==> config.mk <==
export PLATFORM = sky130hd
export DESIGN_NAME = axi_control_unit
export DESIGN_NICKNAME = d
export VERILOG_FILES = /design/src/rtl/axi_control_unit.sv
export SDC_FILE = /design/constraint.sdc
export NUM_CORES = 1
export LEC_CHECK = 0
export BUFFER_PORTS_ARGS = -buffer_cell sky130_fd_sc_hd__buf_2
export CAP_MARGIN = 20
export CORE_ASPECT_RATIO = 0.7
export CORE_MARGIN = 3
export CORE_UTILIZATION = 50
export CTS_CLUSTER_DIAMETER = 60
export DETAILED_ROUTE_END_ITERATION = 8
export PLACE_DENSITY_LB_ADDON = 0.15
export SLEW_MARGIN = 20
export SYNTH_ARGS = -nofsm -noshare
export SYNTH_HDL_FRONTEND = slang
export SYNTH_SLANG_ARGS = --single-unit
export TNS_END_PERCENT = 5
==> constraint.sdc <==
create_clock -name aclk -period 1.9 [get_ports aclk]
set_input_delay 0.19 -clock aclk [delete_from_list [all_inputs] [get_ports aclk]]
set_output_delay 0.19 -clock aclk [all_outputs]
set_load 0.02 [all_outputs]
==> src/rtl/axi_control_unit.sv <==
// Device end of a bus-and-tag channel: selection, one command, status and data bytes over AXI-Stream.
// Optional CU_ADDR_MASK_EN: masked address compare, echo of the address actually received.
module axi_control_unit #(
   parameter logic [7:0] DEVICE_ADDRESS = 8'h10,
   parameter logic [7:0] ADDR_MASK      = 8'hFF
) (
   input  logic        aclk,
   input  logic        aresetn,
   input  logic [7:0]  a_bus_out,
   output logic [7:0]  a_bus_in,
   input  logic        a_operational_out,
   input  logic        a_select_out,
   input  logic        a_hold_out,
   input  logic        a_address_out,
   input  logic        a_command_out,
   input  logic        a_service_out,
   input  logic        a_suppress_out,
   output logic        a_select_in,
   output logic        a_operational_in,
   output logic        a_address_in,
   output logic        a_status_in,
   output logic        a_service_in,
   output logic        a_request_in,
   output logic [15:0] cmd_tdata,
   output logic        cmd_tvalid,
   input  logic [7:0]  send_tdata,
   input  logic        send_tvalid,
   input  logic        send_tlast,
   output logic        send_tready,
   output logic [7:0]  recv_tdata,
   output logic        recv_tvalid,
   output logic        recv_tlast,
   input  logic        recv_tready,
   output logic        busy
);

   typedef enum logic [3:0] {
      IDLE, ADDR_IN, CMD_WAIT, STAT_INIT, INIT_ACK, WR_IDLE, WR_XFER, WR_ACK,
      RD_FETCH, RD_SVC, RD_ACK, STOP_WAIT, STAT_END, END_ACK, DESEL
   } state_t;

   state_t     state, state_nx;
   logic [5:0] tag_s1, tag_s2, tag_d;
   logic       op_s, sel_s, hold_s, addr_s, cmd_s, svc_s;
   logic       addr_rise, cmd_rise, addr_hit;
   logic [7:0] echo_addr, cmd_q, rd_q, recv_q;
   logic       match_q, sel_in_q, last_q;
   logic       unused_suppress;

   assign unused_suppress = a_suppress_out;

   always_ff @(posedge aclk or negedge aresetn) begin
      if (!aresetn) begin
         tag_s1 <= '0;
         tag_s2 <= '0;
         tag_d  <= '0;
      end else begin
         tag_s1 <= {a_operational_out, a_select_out, a_hold_out,
                    a_address_out, a_command_out, a_service_out};
         tag_s2 <= tag_s1;
         tag_d  <= tag_s2;
      end
   end

   assign {op_s, sel_s, hold_s, addr_s, cmd_s, svc_s} = tag_s2;
   assign addr_rise = addr_s & ~tag_d[2];
   assign cmd_rise  = cmd_s  & ~tag_d[1];

`ifdef CU_ADDR_MASK_EN
   logic [7:0] addr_q;
   assign addr_hit  = (a_bus_out & ADDR_MASK) == (DEVICE_ADDRESS & ADDR_MASK);
   assign echo_addr = addr_q;
   always_ff @(posedge aclk or negedge aresetn) begin
      if (!aresetn)
         addr_q <= '0;
      else if (state == IDLE && addr_rise)
         addr_q <= a_bus_out;
   end
`else
   logic [7:0] unused_mask;
   assign unused_mask = ADDR_MASK;
   assign addr_hit    = (a_bus_out == DEVICE_ADDRESS);
   assign echo_addr   = DEVICE_ADDRESS;
`endif

   always_ff @(posedge aclk or negedge aresetn) begin
      if (!aresetn) begin
         state      <= IDLE;
         match_q    <= 1'b0;
         sel_in_q   <= 1'b0;
         cmd_q      <= '0;
         cmd_tdata  <= '0;
         cmd_tvalid <= 1'b0;
         rd_q       <= '0;
         last_q     <= 1'b0;
         recv_q     <= '0;
      end else begin
         state      <= state_nx;
         cmd_tvalid <= 1'b0;
         if (!op_s) begin
            match_q  <= 1'b0;
            sel_in_q <= 1'b0;
         end else begin
            // Not addressed to us: pass selection down the chain one cycle late.
            sel_in_q <= (state == IDLE) && !match_q && sel_s && hold_s;
            if (state == IDLE && addr_rise)
               match_q <= addr_hit;
            if (state == DESEL && !sel_s)
               match_q <= 1'b0;
            if (state == ADDR_IN && cmd_rise) begin
               cmd_q      <= a_bus_out;
               cmd_tdata  <= {echo_addr, a_bus_out};
               cmd_tvalid <= 1'b1;
            end
         end
         if (state == WR_IDLE && svc_s)
            recv_q <= a_bus_out;
         if (state == RD_FETCH && send_tvalid) begin
            rd_q   <= send_tdata;
            last_q <= send_tlast;
         end
      end
   end

   always_comb begin
      state_nx = state;
      case (state)
         IDLE:      if (match_q && sel_s && hold_s) state_nx = ADDR_IN;
         ADDR_IN:   if (cmd_rise) state_nx = CMD_WAIT;
         CMD_WAIT:  if (!cmd_s) state_nx = STAT_INIT;
         STAT_INIT: if (svc_s || cmd_s) state_nx = INIT_ACK;
         INIT_ACK:
            if (!svc_s && !cmd_s) begin
               if (cmd_q == 8'h00)  state_nx = DESEL;
               else if (cmd_q[0])   state_nx = WR_IDLE;
               else                 state_nx = RD_FETCH;
            end
         WR_IDLE:
            if (svc_s)              state_nx = WR_XFER;
            else if (cmd_s)         state_nx = STOP_WAIT;
         WR_XFER:   if (recv_tready) state_nx = WR_ACK;
         WR_ACK:    if (!svc_s) state_nx = WR_IDLE;
         RD_FETCH:  if (send_tvalid) state_nx = RD_SVC;
         RD_SVC:
            if (svc_s)              state_nx = RD_ACK;
            else if (cmd_s)         state_nx = STOP_WAIT;
         RD_ACK:    if (!svc_s) state_nx = last_q ? STAT_END : RD_FETCH;
         STOP_WAIT: if (!svc_s && !cmd_s) state_nx = STAT_END;
         STAT_END:  if (svc_s || cmd_s) state_nx = END_ACK;
         END_ACK:   if (!svc_s && !cmd_s) state_nx = DESEL;
         DESEL:     if (!sel_s) state_nx = IDLE;
         default:   state_nx = IDLE;
      endcase
      if (!op_s)
         state_nx = IDLE;
   end

   always_comb begin
      a_select_in      = sel_in_q;
      a_operational_in = (state != IDLE);
      a_address_in     = (state == ADDR_IN);
      a_status_in      = (state == STAT_INIT) || (state == STAT_END);
      a_service_in     = (state == WR_IDLE) || (state == WR_XFER) || (state == RD_SVC);
      a_request_in     = 1'b0;
      send_tready      = (state == RD_FETCH) && send_tvalid;
      recv_tvalid      = (state == WR_XFER);
      recv_tdata       = (state == WR_XFER) ? recv_q : '0;
      recv_tlast       = 1'b0;
      busy             = match_q || (state != IDLE);
      case (state)
         ADDR_IN:   a_bus_in = echo_addr;
         STAT_INIT: a_bus_in = (cmd_q == 8'h00) ? 8'h0C : 8'h00;
         RD_SVC:    a_bus_in = rd_q;
         STAT_END:  a_bus_in = 8'h0C;
         default:   a_bus_in = '0;
      endcase
   end

endmodule

After elaboration in Yosys (flattened, before gate mapping)
Index checks and enable logic that the tools add are counted.
W data, S select, Z words.
- flip-flop bits (word level): 56
- bits of input ports: 28
- output and inout bits: 43
- logic and storage cells: 100
- equality and inequality tests: 29
- mux-type cells: 30
- bitwise operators: 4
- reduce and logical (&&, ||, !) cells: 25
- operators by type and width (kind ; count):
    $mux W4 ; 20
    $pmux W4 S15 ; 1
    $ne A3 B3 Y1 const B ; 11
    $pmux W8 S4 ; 1
    $eq A4 B4 Y1 const B ; 7
    $eq A4 B3 Y1 const B ; 4
    $reduce_and A13 Y1 ; 1
    $logic_and A1 B1 Y1 ; 11
    $eq A4 B2 Y1 const B ; 2
    $eq A8 B5 Y1 const B ; 1
    $logic_not A8 Y1 ; 1
    $mux W8 ; 1
    $mux W1 ; 6
    $ne A3 B2 Y1 const B ; 2
    $logic_or A1 B1 Y1 ; 5
    $eq A4 B1 Y1 const B ; 1
    $logic_not A1 Y1 ; 4
    $logic_not A4 Y1 ; 1
    $reduce_bool A4 Y1 ; 1
    $mux W3 ; 1
    $ne A3 B1 Y1 const B ; 1
    $and A1 B1 Y1 ; 2
    $not A1 Y1 ; 2
    $reduce_and A2 Y1 ; 1

Longest topological paths before layout
- word-level depth: 6
- depth in mapped cells: 8
- gate-level depth less buffers: 5

Least setup slack after synthesis
Ideal clock, no wire load.
- path kind: reg-to-reg
- from: register state[1]
- to: register cmd_q[0]
- library setup time: 0.125 ns
- arrival: 1.944 ns
- data required time: 1.775 ns
- slack: -0.169 ns
- stages on the path, launching flop included: 7
- buffers on the path: 2
- clock period less this slack: 2.069 ns
- cells stage by stage: dfrtp_1 > buf_6 > nand2b_1 > nor3_1 > and3_1 > buf_2 > mux2_2
- longest elaborated chain between the ends: 3
- ends and longest elaborated chain (item ; line ; source):
    start, declared ; 42 ; state_t state, state_nx;
    start signal, assigned ; 98 ; state <= state_nx;
    $eq A4 B1 Y1 ; - ;
    named net a_address_in ; 20 ; output logic a_address_in,
    $logic_and A1 B1 Y1 ; 110 ; if (state == ADDR_IN && cmd_rise) begin
    $reduce_and A2 Y1 (no line) ; - ;
    end signal, assigned ; 111 ; cmd_q <= a_bus_out;
    end, declared ; 46 ; logic [7:0] echo_addr, cmd_q, rd_q, recv_q;
The timed path passes the listed nets, and every way through them passes these cells.
A chain may end at the register's enable or synchronous reset.

Final worst setup path
- from: register cmd_q[5]
- to: output a_bus_in[2]
- longest elaborated chain between the ends: 3
- ends and longest elaborated chain (item ; line ; source):
    $logic_not A8 Y1 ; 172 ; STAT_INIT: a_bus_in = (cmd_q == 8'h00) ? 8'h0C : 8'h00;
    $mux W4 ; 172 ;
    $pmux W8 S4 ; 170 ; case (state)
    end, declared ; 10 ; output logic [7:0] a_bus_in,
No other way between the ends.

==> impl_metrics.ini <==
[status]
status = finished with violations
violations = setup timing

[worst_setup_path]
crit_required_ns = 1.71
arrival_ns = 1.80
cpMaxStageDelayCell = or4_4
crit_chain = or4_4, nor2_4, nand4_1, o21ai_1, buf_4
critPathKind = reg2out
critical-path-max-stage-delay_ns = 0.56
crit_fanout = 2
cp-start-kind = flip-flop
cp-end-kind = primary output

[power_and_ir_drop]
power.internal_uw = 1420
switchingPower_uw = 450
p_leak_uw = 0.00152
power_frac_comb = 0.100
clkPwrFrac = 0.338
seqPwrFrac = 0.562
ir_worst_vdd_mv = 0.415
powerDensity_nw_per_um2 = 632
p_sw_frac = 0.241

[layout]
design_area_sq_um = 2950
antenna_cells = 0
drive_gt1_frac = 0.408
fin_nets = 333
final_common_cell = buf_2
stdcell_count = 358
fillers = 316
area_growth_syn_to_layout_pct = 31.3
final_cell_mix = buf_2, dfrtp_1, nand2_1

[sta]
fin_ws_ns = -0.0927
max_clock_freq_mhz = 502
final_min_period_over_clock_period = 1.05
clock_skew_ns = 0.00829
worst-slew-pin-transition_ns = 0.576
slew_headroom = 0.616
setup_violations = 4
timing.hold.ws_ns = 0.0775
final_max_slew_viol_count = 0
rsz0062_at_grt = true
period_needed_ns = 1.99
hold_viol = 0

[yosys]
synthSimpleGateAreaFrac = 0.224
ys_types = 42
synth_seq_area_share = 0.523
muxShareOfSynthArea = 0.102
synth_xor_area_frac = 0.00389
synth-seq-cells = 47
synthCells = 219
synth_area_leaders = dfrtp_1, mux2_2, nand2_1
synth_top_family_by_area = simple AND/OR/NAND/NOR gates
synth-compound-area-share = 0.0818
yosysTopAreaCell = dfrtp_1
synth_top_area_frac = 0.523
syn_avg_cell_area_sq_um = 10.3
synthAdderAreaFrac = 0
yosysWarnings = 0
netlist_area_sq_um = 2250

[drt]
antenna_left = 0
routed_wirelength_mm = 5.47
vias_per_cell = 5.36
firstDrtPassIters = 4
dr.first_iter.drc_count = 126
drc = 0
wire_per_inst_microns = 15.3
vias = 1919

[clock_tree]
cts_buffers = 5
cts_max_level = 2
cts_tree = yes
clock-sinks = 47
clk_latency_ns = 0.30
root_buffer = clkbuf_8
clock_path_buffers = 2
clk_pin_slew_ns = 0.08

[global_routing]
grt_pass1_vias = 1811
grt_antenna_before_repair = 0
overflow = 0
grt_util_all_layers = 0.210
grt_start_max_net_pins = 48
grt_pass1_wl_mm = 8.88

[floorplan]
pin_count = 71
coreArea_sq_um = 4110
row_count = 19
fp.dieW_microns = 86.2
die_area_sq_um = 5350
initial_core_util = 0.547
die_h_microns = 62.1

[place]
io_buffer_count = 60
hpwlAfterDp_mm = 3.77
gp_routability_congestion = 0.870
dp.cells = 333
dpl_cell_area_sq_um = 2650

[run]
maxCapViolCount = 0

[hold_path]
hold_class = in2reg
==> metal layers <==
metal | GRT usage | share of wire | vias to the layer above
met5 | 0 | 0 | -
met4 | 0.0623 | 0.012 | 0
met3 | 0.0489 | 0.082 | 7
met2 | 0.314 | 0.46 | 100
met1 | 0.305 | 0.45 | 909
li1 | - | - | 903
==> logic make-up (layout without fill, tap and decap cells) <==
logic type,after synthesis,after routing
flops,47,47
mux,21,21
other cells,1,9
simple gates,97,97
xor+xnor,1,1
compound gates,28,28
buf+inv,24,103
==> power by group through the flow <==
stage / logic, uW / clock network, uW / registers [uW]
2_1_floorplan: 77.3 / 0 / 1070
3_3_place_gp: 146 / 0 / 1070
3_5_place_dp: 148 / 0 / 1070
4_1_cts: 179 / 640 / 1050
5_1_grt: 205 / 689 / 1050
6_report: 187 / 630 / 1050
==> through the flow <==
stage,util,TNS [ns],total power (uW),setup slack [ns]
floorplan,-,0,1150,0.0488
global placement,0.645,0,1210,0.0920
detailed placement,0.645,0,1220,0.0717
CTS,0.708,-0.130,1870,-0.0565
global route,0.718,-1.26,1950,-0.158
finish,0.718,-0.219,1870,-0.0927
==> registers in the layout, indices dropped and copies added, names as in the netlist, 2 cells and up <==
| register | cells |
|---|---|
| tag_s2 | 6 |
| state | 4 |
| tag_s1 | 6 |
| cmd_q | 7 |
| cmd_tdata | 2 |
| recv_q | 8 |
| rd_q | 8 |
| tag_d | 2 |
==> critical path, delay by kind of cell, from the launching register on <==
family | cells | cell delay, ns
DFF | 1 | 0.39
buffers and inverters | 1 | 0.18
AOI/OAI and AO/OA | 1 | 0.14
and+or+nand+nor | 3 | 0.80
==> path summary, 6_finish.rpt <==
check / cells past startpoint / slack, ns / startpoint / endpoint
hold / removal: 3 / 0.08 / send_tdata[7] / rd_q[7]
min in group asynchronous: 3 / 0.51 / aresetn / cmd_tdata[12]
max in group asynchronous: 3 / 0.98 / aresetn / state[2]
setup / recovery: 5 / -0.09 / cmd_q[5] / a_bus_in[2]
hold reg to reg: 0 / 0.35 / tag_s1[5] / tag_s2[5]
setup reg to reg: 6 / -0.01 / state[1] / state[2]
==> cells in the mapped netlist, drive strengths merged <==
cell,count
o22ai,1
nor4,1
or2,3
o211ai,2
or4b,1
or4,4
nand3,4
nand4,1
o21ai,6
nand2,36
o2111a,1
mux2i,5
nor2,14
conb,1
nand4b,1
nand2b,5
nor2b,5
o311ai,2
a211oi,1
nor3,2
o31ai,2
a22oi,2
dfrtp,47
inv,4
nor3b,2
a221oi,1
xnor2,1
mux2,16
and2,13
a21oi,8
and3,2
and4b,1
buf,17
a32oi,1
nor4bb,1
clkbuf,3
a31o,1
nor4b,1
==> final cells by class <==
class	count	area [sq um]	area share
flip-flops and latches	47	1180	0.399
clock buffers	7	86.3	0.0292
well taps	52	65.1	0.0220
repair buffers	91	596	0.202
multi-input cells	156	1000	0.340
clock inverters	1	8.76	0.00296
inverters	4	15.0	0.00508
==> timing repair <==
item / 4_1_cts / 5_1_grt
endpoints found under the setup margin: 19 / 26
setup buffers: 8 / 2
resized for setup: 13 / 11
hold buffers: 7 / 0
hold endpoints to repair: 53 / 0
pin swaps: 4 / 2
(Power assumes the default switching activity.)
